[src/rtl/io_pkg.sv]
// Shared types and constants for the board I/O controller: input FSM states,
// active-low 7-segment glyphs (bit order gfedcba) and BCD sizing helper.
package io_pkg;

  typedef enum logic [1:0] {
    IDLE,
    WAIT_PRESS,
    WAIT_RELEASE,
    DONE
  } in_state_t;

  localparam logic [6:0] SEG_0     = 7'h40;
  localparam logic [6:0] SEG_1     = 7'h79;
  localparam logic [6:0] SEG_2     = 7'h24;
  localparam logic [6:0] SEG_3     = 7'h30;
  localparam logic [6:0] SEG_4     = 7'h19;
  localparam logic [6:0] SEG_5     = 7'h12;
  localparam logic [6:0] SEG_6     = 7'h02;
  localparam logic [6:0] SEG_7     = 7'h78;
  localparam logic [6:0] SEG_8     = 7'h00;
  localparam logic [6:0] SEG_9     = 7'h10;
  localparam logic [6:0] SEG_A     = 7'h08;
  localparam logic [6:0] SEG_B     = 7'h03;
  localparam logic [6:0] SEG_C     = 7'h46;
  localparam logic [6:0] SEG_D     = 7'h21;
  localparam logic [6:0] SEG_E     = 7'h06;
  localparam logic [6:0] SEG_F     = 7'h0E;
  localparam logic [6:0] SEG_BLANK = 7'h7F;

  function automatic logic [6:0] seg_glyph(input logic [3:0] nib);
    logic [6:0] g;
    case (nib)
      4'h0:    g = SEG_0;
      4'h1:    g = SEG_1;
      4'h2:    g = SEG_2;
      4'h3:    g = SEG_3;
      4'h4:    g = SEG_4;
      4'h5:    g = SEG_5;
      4'h6:    g = SEG_6;
      4'h7:    g = SEG_7;
      4'h8:    g = SEG_8;
      4'h9:    g = SEG_9;
      4'hA:    g = SEG_A;
      4'hB:    g = SEG_B;
      4'hC:    g = SEG_C;
      4'hD:    g = SEG_D;
      4'hE:    g = SEG_E;
      default: g = SEG_F;
    endcase
    return g;
  endfunction

  // Enough decimal digits for any unsigned data_w-bit value.
  function automatic int bcd_digits(input int data_w);
    return data_w / 3 + 1;
  endfunction

endpackage

[src/rtl/io_debounce.sv]
// Button debouncer: 2-flop synchroniser, then btn_db follows the synchronised
// level once it has differed for DB_CYCLES consecutive cycles. No backpressure.
module io_debounce #(
  parameter int DB_CYCLES = 500000
) (
  input  logic clk,
  input  logic reset,
  input  logic btn,
  output logic btn_db
);

  localparam int CNT_W = $clog2(DB_CYCLES);

  logic             sync_q1;
  logic             sync_q2;
  logic [CNT_W-1:0] cnt_q;

  always_ff @(posedge clk) begin
    if (reset) begin
      sync_q1 <= 1'b0;
      sync_q2 <= 1'b0;
      cnt_q   <= '0;
      btn_db  <= 1'b0;
    end else begin
      sync_q1 <= btn;
      sync_q2 <= sync_q1;
      // Any cycle that agrees with the accepted level restarts the count.
      if (sync_q2 == btn_db) begin
        cnt_q <= '0;
      end else if (cnt_q == CNT_W'(DB_CYCLES - 1)) begin
        btn_db <= sync_q2;
        cnt_q  <= '0;
      end else begin
        cnt_q <= cnt_q + CNT_W'(1);
      end
    end
  end

endmodule

[src/rtl/io_ctrl.sv]
// Board I/O: debounced enter-button input handshake (stall until press+release) and 7-segment
// display; decimal double-dabble (DATA_W+1 cycles), or 1-cycle hex when IO_HEX_DISPLAY_EN is defined.
module io_ctrl
  import io_pkg::*;
#(
  parameter int DATA_W    = 32,
  parameter int SW_W      = 16,
  parameter int DIGITS    = 8,
  parameter int DB_CYCLES = 500000
) (
  input  logic                  clk,
  input  logic                  reset,
  input  logic                  btn,
  input  logic [SW_W-1:0]       switches,
  input  logic                  in_req,
  output logic                  in_stall,
  output logic                  in_valid,
  output logic [DATA_W-1:0]     in_data,
  input  logic                  out_we,
  input  logic [DATA_W-1:0]     out_data,
  output logic [7*DIGITS-1:0]   seg,
  output logic                  disp_busy,
  output logic                  disp_ovf
);

  // ---------------- input handshake ----------------
  logic      btn_db;
  logic      capture;
  in_state_t state_q;
  in_state_t state_nxt;

  io_debounce #(.DB_CYCLES(DB_CYCLES)) u_btn_debounce (
    .clk    (clk),
    .reset  (reset),
    .btn    (btn),
    .btn_db (btn_db)
  );

  always_ff @(posedge clk) begin
    if (reset) state_q <= IDLE;
    else       state_q <= state_nxt;
  end

  always_comb begin
    state_nxt = state_q;
    capture   = 1'b0;
    in_valid  = 1'b0;
    in_stall  = in_req && (state_q != DONE);
    unique case (state_q)
      // A press already held when the request arrives must be released first.
      IDLE: if (in_req && !btn_db) state_nxt = WAIT_PRESS;
      WAIT_PRESS: begin
        if (!in_req) begin
          state_nxt = IDLE;
        end else if (btn_db) begin
          capture   = 1'b1;
          state_nxt = WAIT_RELEASE;
        end
      end
      WAIT_RELEASE: begin
        if (!in_req)     state_nxt = IDLE;
        else if (!btn_db) state_nxt = DONE;
      end
      DONE: begin
        in_valid  = 1'b1;
        state_nxt = IDLE;
      end
      default: state_nxt = IDLE;
    endcase
  end

  always_ff @(posedge clk) begin
    if (reset)        in_data <= '0;
    else if (capture) in_data <= DATA_W'($signed(switches));
  end

  // ---------------- display ----------------
  logic [7*DIGITS-1:0] seg_nxt;
  logic                ovf_nxt;

`ifdef IO_HEX_DISPLAY_EN
  localparam int NIB_N = (DATA_W + 3) / 4;
  localparam int HEX_N = (NIB_N > DIGITS) ? NIB_N : DIGITS;

  logic [4*HEX_N-1:0] nib_pad;

  always_comb begin
    nib_pad               = '0;
    nib_pad[DATA_W-1:0]   = out_data;
    seg_nxt               = '0;
    ovf_nxt               = 1'b0;
    for (int i = 0; i < DIGITS; i++) begin
      seg_nxt[7*i +: 7] = seg_glyph(nib_pad[4*i +: 4]);
    end
    for (int i = DIGITS; i < HEX_N; i++) begin
      if (nib_pad[4*i +: 4] != 4'd0) ovf_nxt = 1'b1;
    end
  end

  always_ff @(posedge clk) begin
    if (reset) begin
      seg      <= {DIGITS{SEG_BLANK}};
      seg[6:0] <= SEG_0;
      disp_ovf <= 1'b0;
    end else if (out_we) begin
      seg      <= seg_nxt;
      disp_ovf <= ovf_nxt;
    end
  end

  assign disp_busy = 1'b0;
`else
  localparam int BCD_N = bcd_digits(DATA_W);
  localparam int PAD_N = (BCD_N > DIGITS) ? BCD_N : DIGITS;
  localparam int CNT_W = $clog2(DATA_W + 1);

  logic [DATA_W-1:0]  bin_q;
  logic [4*BCD_N-1:0] bcd_q;
  logic [4*BCD_N-1:0] bcd_adj;
  logic [4*PAD_N-1:0] bcd_pad;
  logic [CNT_W-1:0]   cnt_q;
  logic               lead;

  // Double-dabble correction: any digit >= 5 gets +3 before the next shift.
  always_comb begin
    bcd_adj = bcd_q;
    for (int i = 0; i < BCD_N; i++) begin
      if (bcd_q[4*i +: 4] >= 4'd5) bcd_adj[4*i +: 4] = bcd_q[4*i +: 4] + 4'd3;
    end
  end

  always_comb begin
    bcd_pad              = '0;
    bcd_pad[4*BCD_N-1:0] = bcd_q;
    seg_nxt              = '0;
    ovf_nxt              = 1'b0;
    for (int i = DIGITS; i < PAD_N; i++) begin
      if (bcd_pad[4*i +: 4] != 4'd0) ovf_nxt = 1'b1;
    end
    // Zeros are leading only while every more-significant digit is zero too.
    lead = !ovf_nxt;
    for (int i = DIGITS - 1; i >= 0; i--) begin
      if (bcd_pad[4*i +: 4] != 4'd0) lead = 1'b0;
      seg_nxt[7*i +: 7] = (lead && i != 0) ? SEG_BLANK : seg_glyph(bcd_pad[4*i +: 4]);
    end
  end

  // The write cycle also performs the first shift; cnt_q counts shifts done.
  always_ff @(posedge clk) begin
    if (reset) begin
      bin_q     <= '0;
      bcd_q     <= '0;
      cnt_q     <= '0;
      disp_busy <= 1'b0;
      disp_ovf  <= 1'b0;
      seg       <= {DIGITS{SEG_BLANK}};
      seg[6:0]  <= SEG_0;
    end else if (out_we) begin
      bin_q     <= out_data << 1;
      bcd_q     <= (4*BCD_N)'(out_data[DATA_W-1]);
      cnt_q     <= CNT_W'(1);
      disp_busy <= 1'b1;
    end else if (disp_busy) begin
      if (cnt_q == CNT_W'(DATA_W)) begin
        seg       <= seg_nxt;
        disp_ovf  <= ovf_nxt;
        disp_busy <= 1'b0;
      end else begin
        bcd_q <= (4*BCD_N)'({bcd_adj, bin_q[DATA_W-1]});
        bin_q <= bin_q << 1;
        cnt_q <= cnt_q + CNT_W'(1);
      end
    end
  end
`endif

endmodule

[config.mk]
export PLATFORM = sky130hd
export DESIGN_NAME = io_ctrl
export DESIGN_NICKNAME = d
export VERILOG_FILES = /design/src/rtl/io_pkg.sv /design/src/rtl/io_debounce.sv /design/src/rtl/io_ctrl.sv
export SDC_FILE = /design/constraint.sdc
export NUM_CORES = 1
export LEC_CHECK = 0
export ABC_AREA = 1
export CORE_MARGIN = 4
export CORE_UTILIZATION = 56
export CTS_BUF_LIST = sky130_fd_sc_hd__clkbuf_16
export DETAILED_ROUTE_END_ITERATION = 8
export PLACE_DENSITY = 0.82
export SLEW_MARGIN = 20
export SYNTH_ARGS = -nofsm -noshare
export SYNTH_HDL_FRONTEND = slang
export SYNTH_SLANG_ARGS = --single-unit
export TNS_END_PERCENT = 10
[constraint.sdc]
create_clock -name clk -period 4.2 [get_ports clk]
set_clock_uncertainty 0.15 [all_clocks]
set_input_delay 0.84 -clock clk [delete_from_list [all_inputs] [get_ports clk]]
set_output_delay 0.84 -clock clk [all_outputs]
set_load 0.005 [all_outputs]
# == Word level (Yosys, flattened, before mapping) ==
# Memories as Yosys holds them, arrays and structs flattened. A register that Yosys moved wholly into a read port is not among the register bits.
# Index checks and enable logic that the tools add are counted.
# totals
output_inout_bits,92
elab_cells,147
input_bits,53
mem_bits_ro,896
reg_bits,179
n_memories,8
# classes
n_reduce_logical,23
order_cmp,11
mux,64
n_eq_ne,11
bitwise,3
addsub,13
# memory_table
name,depth,width,read_ports,rd_clocked_by_memory_dff,wr,line,text
(no name shown),16,7,1,1,0,io_pkg.sv:32,case (nib)
(no name shown),16,7,1,1,0,io_pkg.sv:32,
(no name shown),16,7,1,1,0,io_pkg.sv:32,
(no name shown),16,7,1,1,0,io_pkg.sv:32,
(no name shown),16,7,1,1,0,io_pkg.sv:32,
(no name shown),16,7,1,1,0,io_pkg.sv:32,
2 more memories,n/a,n/a,n/a,n/a,n/a,n/a,
# op_table
operator,n
32-bit 2-to-1 mux,3
4-bit 2-to-1 mux,24
7-bit 2-to-1 mux,7
4-bit by 3-bit >= comparator with 1-bit output (second input constant),11
4-bit by 2-bit adder with 4-bit output (second input constant),10
4-bit nonzero test,10
1-bit 2-to-1 mux,23
19-bit by 1-bit adder with 19-bit output (second input constant),1
19-bit equality test (second input constant),1
2-bit 2-to-1 mux,5
2-bit case mux with 4 select lines,1
6-bit by 1-bit adder with 6-bit output (second input constant),1
6-bit equality test (second input constant),1
2-bit != test (second input constant),3
2-bit AND reduction,3
3-bit AND reduction,2
2-bit equality test (second input constant),2
3-bit by 2-bit adder with 3-bit output (second input constant),1
3-bit 2-to-1 mux,1
3-bit by 2-bit != test with 1-bit output (second input constant),1
3-bit != test (second input constant),1
1-bit NOT,3
3-bit OR reduction,1
2-bit by 1-bit equality test with 1-bit output (second input constant),1
6 further kinds,8

# == Logic depth before layout (Yosys ltp) ==
# Gate-level depths: netlist (run 1).
# depth
depth_word,13
depth_mapped,15
ltp_nobuf,15

# == By module ==
# Synthesis (run 1) repeated with hierarchy kept, for this count alone.
# unflattened
cells_unflattened,1583
hier_area_um2,11659.9
# modules_own_cells
module,cells_per_inst,seq_area_each_um2,area_per_inst_um2,n_inst
io_ctrl,1401,4124.0,10456.3,1
io_debounce,182,440.4,1203.7,1

# == Least setup slack after synthesis (run 1) ==
# No wires, ideal clock.
# synth_path
kind,input to register
start,input out_we
end,register (tool-made name)
arrival_time_ns,2.381
n_path_buf,3
setup_time_ns,0.113
required_ns,3.937
path_slack_ns,1.556
stages,11
path_cell_list,buf_4 nor2_4 buf_4 buf_4 nand3_1 inv_1 ha_1 inv_1 nand4_1 nand3_1 nand2_1
# synth_lines
item,line,text
from (decl),io_ctrl.sv:19,"input logic out_we,"

# == Final worst setup path (run 1) ==
# layout_path
start,input in_req
end,output in_stall
# layout_via
elab_chain_len,1
# layout_lines
item,line,text
from (decl),io_ctrl.sv:15,"input logic in_req,"
1-bit logical AND,io_ctrl.sv:48,in_stall = in_req && (state_q != DONE);
to (decl),io_ctrl.sv:16,"output logic in_stall,"
# No other way between the ends.

==> impl_metrics.env, run 1 <==
export IMPL_grt_overflow_total=0
export IMPL_rsz0062_at_grt="false"
export IMPL_hold_viol=0
export IMPL_synth_seq_cells=228
export IMPL_hp_class="reg -> reg"
export IMPL_synth_top_cells_by_count="nand2_1, dfxtp_1, inv_1, nor2_1, nand3_1"
export IMPL_clockRootBuffer="clkbuf_16"
export IMPL_ys_seq_area_frac=0.402
export IMPL_swShare=0.239
export IMPL_crit_reg2reg_launch="cnt_q[0]"
export IMPL_die_w_um=150
export IMPL_drtPass1Iterations=5
export IMPL_synth_top_family_by_area="simple AND/OR/NAND/NOR gates"
export IMPL_grt_pass1_wl_um=43100
export IMPL_initial_core_util=0.576
export IMPL_avgSynthCellArea_sq_um=7.23
export IMPL_post_cts_setup_buffers=0
export IMPL_die_area_sq_um=22600
export IMPL_syn_area_sq_um=11400
export IMPL_cts_tree="done"
export IMPL_ys_flop_type="dfxtp_1"
export IMPL_synth_area_leaders="dfxtp_1, nand2_1, ha_1"
export IMPL_ys_warn_count=0
export IMPL_ioPinCount=145
export IMPL_core_area_sq_um=19700
export IMPL_clock_path_buffers=3
export IMPL_drive_gt1_frac=0.0507
export IMPL_status="finished, final reports clean"
export IMPL_yosysTopAreaCell="dfxtp_1"
export IMPL_crit_fanout=2
export IMPL_p_seq_frac=0.472
export IMPL_synthAdderAreaFrac=0.0893
export IMPL_hp_start="u_btn_debounce.sync_q1"
export IMPL_top_usage_layer="met2"
export IMPL_cp_start_kind="primary input"
export IMPL_pwr_share_comb=0.090
export IMPL_yosysMostFrequentCell="nand2_1"
export IMPL_post_cts_resized=0
export IMPL_dp_cells=1920
export IMPL_grt_pass1_vias=9592
export IMPL_cell_internal_pwr_w=0.00364
export IMPL_max_slew_margin=0.293
export IMPL_use_met3=0.0382
export IMPL_clock_fmax_mhz=333
export IMPL_synthXorXnorAreaFrac=0.0147
export IMPL_die_y_um=150
export IMPL_met1_usage=0.273
export IMPL_drv_slew=0
export IMPL_place_ws_ns=0.856
export IMPL_gp_congestion=0.912
export IMPL_grt_max_degree=67
export IMPL_fin_nets=1815
export IMPL_wirelength_um=25800
export IMPL_clkSlewWorstSetupHoldPaths_ns=0.06
export IMPL_register_area_sq_um=4560
export IMPL_layout_setup_ws_ns=1.20
export IMPL_multi_input_area_sq_um=5750
export IMPL_worstSetupStartpoint="in_req"
export IMPL_clk_latency_ns=0.51
export IMPL_end_kind="output port"
export IMPL_total_leakage_power_nw=6.25
export IMPL_hpwl_um=17400
export IMPL_maxCapViolations=0
export IMPL_switching_power_w=0.00114
export IMPL_fin_crit_sh=0.715
export IMPL_syn_to_final_growth_pct=19.5
export IMPL_yosys_area_share_simple=0.283
export IMPL_final_cell_area_sq_um=13600
export IMPL_arrival_ns=2.01
export IMPL_vias=10200
export IMPL_via_per_inst=5.21
export IMPL_drt_iter0_markers=480
export IMPL_tns_ns=0
export IMPL_yosysUniqueCellTypes=45
export IMPL_powerDensity_nw_per_um2=352
export IMPL_async_reset_ff_frac=0
export IMPL_synthMuxAreaShare=0
export IMPL_instances_no_fill=1962
export IMPL_antenna_found_initial=1
export IMPL_port_buffers=144
export IMPL_synth_edf_count=0
export IMPL_rows=51
export IMPL_final_min_clock_period_ns=3.00
export IMPL_required_ns=3.21
export IMPL_cts_buffers_inserted=24
export IMPL_diodes=0
export IMPL_setup_violations=0
export IMPL_wl_per_cell_um=13.2
export IMPL_antenna_left=0
export IMPL_power_total_w=0.00478
export IMPL_worst_pin_slew_ns=1.06
export IMPL_clockPowerShare=0.438
export IMPL_netlist_instances=1571
export IMPL_num_fill_cells=1615
export IMPL_place_area_sq_um=12800
export IMPL_synth_compound_gate_area_share=0.119
export IMPL_cts_hold_buffers=0
export IMPL_crit_type="in -> out"
export IMPL_htreeDepth=1
export IMPL_track_usage=0.222
export IMPL_drc=0
export IMPL_cts_sinks=228
export IMPL_yosysTopAreaCellShare=0.402
export IMPL_synth_nets=1705
export IMPL_vdd_drop_max_mv=0.219
export IMPL_met2_usage=0.398
per-stage QoR:
step	hold WS [ns]	utilization
floorplan	0.238	-
global placement	0.258	0.648
detailed placement	0.256	0.648
CTS	0.266	0.688
global route	0.284	0.688
finish	0.263	0.688
cell type report:
type / count / share of cell area
well taps: 265 / 0.0244
multi-input cells: 1106 / 0.424
repair buffers: 153 / 0.111
clock inverters: 17 / 0.0113
inverters: 168 / 0.0467
clock buffers: 25 / 0.0461
flip-flops and latches: 228 / 0.337
cell usage in the layout (no fill, tap or decap), drive strengths merged, types with 11 or more instances in the layout:
| cell | count |
|---|---|
| clkbuf | 25 |
| nor3 | 11 |
| clkdlybuf4s50 | 143 |
| o21ai | 111 |
| nand3 | 107 |
| a31oi | 24 |
| nor2 | 128 |
| nand4 | 11 |
| o22ai | 22 |
| a21oi | 66 |
| nand2 | 484 |
| xor2 | 15 |
| ha | 81 |
| inv | 171 |
| a22oi | 11 |
| dfxtp | 228 |
path summary, 6_finish.rpt:
kind	to	slack, ns	cells past startpoint
hold / removal	u_btn_debounce.sync_q2	0.26	2
hold reg to reg	u_btn_debounce.sync_q2	0.26	2
setup / recovery	in_stall	1.20	4
setup reg to reg	register	1.23	13
metal layers:
| metal | vias up | wire [um] | share of wire |
|---|---|---|---|
| li1 | 5247 | - | - |
| met1 | 4642 | 11100 | 0.43 |
| met2 | 280 | 12500 | 0.48 |
| met3 | 59 | 1460 | 0.057 |
| met4 | 2 | 736 | 0.028 |
| met5 | - | 14 | 0.00054 |
critical path: stages:
cell	delay, ns
clkdlybuf4s50_1	0.45
inv_1	0.05
nor2_1	0.14
clkdlybuf4s50_1	0.53
power by group through the flow:
| stage | combinational, W | sequential [W] | clock, W |
|---|---|---|---|
| floorplan | 0.000306 | 0.00229 | 0 |
| global placement | 0.000411 | 0.00230 | 0 |
| detailed placement | 0.000422 | 0.00230 | 0 |
| CTS | 0.000430 | 0.00226 | 0.00213 |
| global route | 0.000488 | 0.00226 | 0.00222 |
| finish | 0.000429 | 0.00226 | 0.00209 |
logic make-up (layout without fill, tap and decap cells):
family,count (synthesis),after routing
and+or+nand+nor,763,763
AOI/OAI and AO/OA,243,243
buffers and inverters,237,363
DFF,228,228
adders and majority gates,81,81
xor gates and xnor gates,19,19
Power figures use the tool's default switching activity.
==> run 2: changes to the inputs <==
- CORE_UTILIZATION: 56 -> 51
- PLACE_DENSITY: 0.82 -> 0.78
- clock period: 4.2 -> 2.6 ns (I/O delays scaled with it)
==> impl_metrics.env, run 2 (synthesis gave the netlist of run 1 again) <==
export IMPL_hold_viol=0
export IMPL_hold_ws_ns=0.256
export IMPL_cts_buffers_inserted=25
export IMPL_setup_violations=0
export IMPL_initial_core_util=0.519
export IMPL_layout_common_cells="nand2_1, dfxtp_1, inv_1"
export IMPL_clockRootBuffer="clkbuf_16"
export IMPL_die_y_um=157
export IMPL_fin_crit_sh=0.936
export IMPL_path_cells="clkdlybuf4s50_1"
export IMPL_r2r_cells=14
export IMPL_clock_path_buffers=3
export IMPL_cts_sinks=228
export IMPL_wl_per_cell_um=13.0
export IMPL_drive_gt1_frac=0.0666
export IMPL_final_cell_area_sq_um=13800
export IMPL_crit_slowest_cell="dfxtp_1"
export IMPL_max_slew_margin=0.595
export IMPL_powerDensity_nw_per_um2=556
export IMPL_die_area_sq_um=24700
export IMPL_worst_pin_slew_ns=0.603
export IMPL_place_area_sq_um=13100
export IMPL_wirelength_um=26100
export IMPL_htreeDepth=1
export IMPL_antenna_found_initial=0
export IMPL_final_min_clock_period_ns=2.43
export IMPL_hp_class="reg -> reg"
export IMPL_drc=0
export IMPL_path_delay_family="flip-flops"
export IMPL_port_buffers=144
export IMPL_cts_tree="done"
export IMPL_cts_hold_buffers=0
export IMPL_end_kind="output port"
export IMPL_fin_nets=1844
export IMPL_arrival_ns=1.76
export IMPL_antenna_left=0
export IMPL_die_w_um=157
export IMPL_maxCapViolations=0
export IMPL_cpPeakStageDelay_ns=0.63
export IMPL_drv_slew=0
export IMPL_hpwl_um=18300
export IMPL_status="finished, final reports clean"
export IMPL_via_per_inst=5.15
export IMPL_worst_path_stages=1
export IMPL_fin_util=0.633
export IMPL_crit_type="reg -> out"
export IMPL_min_path_cells=2
export IMPL_vias=10300
export IMPL_rows=54
export IMPL_crit_fanout=18
export IMPL_clock_fmax_mhz=411
export IMPL_drtPass1Iterations=5
export IMPL_clk_latency_ns=0.53
export IMPL_gp_congestion=0.889
export IMPL_drt_iter0_markers=734
export IMPL_final_common_cell="nand2_1"
export IMPL_grt_overflow_total=0
export IMPL_grt_pass1_vias=9777
export IMPL_layout_setup_ws_ns=0.166
export IMPL_grt_max_degree=67
export IMPL_ioPinCount=145
export IMPL_grt_pass1_wl_um=44200
export IMPL_core_area_sq_um=21900
export IMPL_clkSlewWorstSetupHoldPaths_ns=0.06
export IMPL_diodes=0
export IMPL_syn_to_final_growth_pct=22.0
export IMPL_total_leakage_power_nw=6.43
export IMPL_path_buf_inv=1
export IMPL_track_usage=0.207
export IMPL_place_ws_ns=0.0547
export IMPL_required_ns=1.93
export IMPL_vdd_drop_max_mv=0.514
export IMPL_post_cts_setup_buffers=0
export IMPL_cp_start_kind="register"
export IMPL_post_cts_resized=0
export IMPL_rsz0062_at_grt="true"
## run 2: cell types whose count changed in the layout (fill, tap and decap cells not counted), sizes merged
cell	before	now
inv	171	181
bufinv	3	2
clkinv	10	2
buf	10	38
clkinvlp	1	2
## run 2: tightest hold or removal path: stages, from the launching register on
cell and delay (ns):
dfxtp_1 0.29, inv_1 0.05, nor2_1 0.03
## run 2: final timing paths
path / from / slack, ns / to
max: in_data[15] / 0.17 / in_data[17]
min: u_btn_debounce.sync_q1 / 0.26 / u_btn_debounce.sync_q2
max reg2reg: bcd_pad[13] / 0.18 / register
min reg2reg: u_btn_debounce.sync_q1 / 0.26 / u_btn_debounce.sync_q2
## run 2: where the power goes
part           switching, W  total [W]  internal (W)
Combinational      0.000441   0.000733      0.000292
Sequential        0.0000504    0.00364       0.00359
Clock               0.00139    0.00332       0.00193
## run 2: stage by stage
step           power [W]  instances     TNS, ns
2_1_floorplan    0.00420       1571           0
3_3_place_gp     0.00443       1963           0
3_5_place_dp     0.00444       1963           0
4_1_cts          0.00777       2007           0
5_1_grt          0.00802       2007  -0.0000939
6_report         0.00770       2007           0
## run 2: per-layer routing
metal / wire (um) / GRT usage
met4: 551 / 0.0533
met3: 1450 / 0.0344
met5: 0 / 0
met2: 12600 / 0.369
met1: 11500 / 0.261
## run 2: layout make-up
type / instances / area, sq um
Fill cell: 1885 / 8040
Timing Repair Buffer: 181 / 1770
Clock inverter: 19 / 139
Clock buffer: 25 / 626
Sequential cell: 228 / 4570
Inverter: 168 / 638
Multi-Input combinational cell: 1106 / 5760
Tap cell: 280 / 350
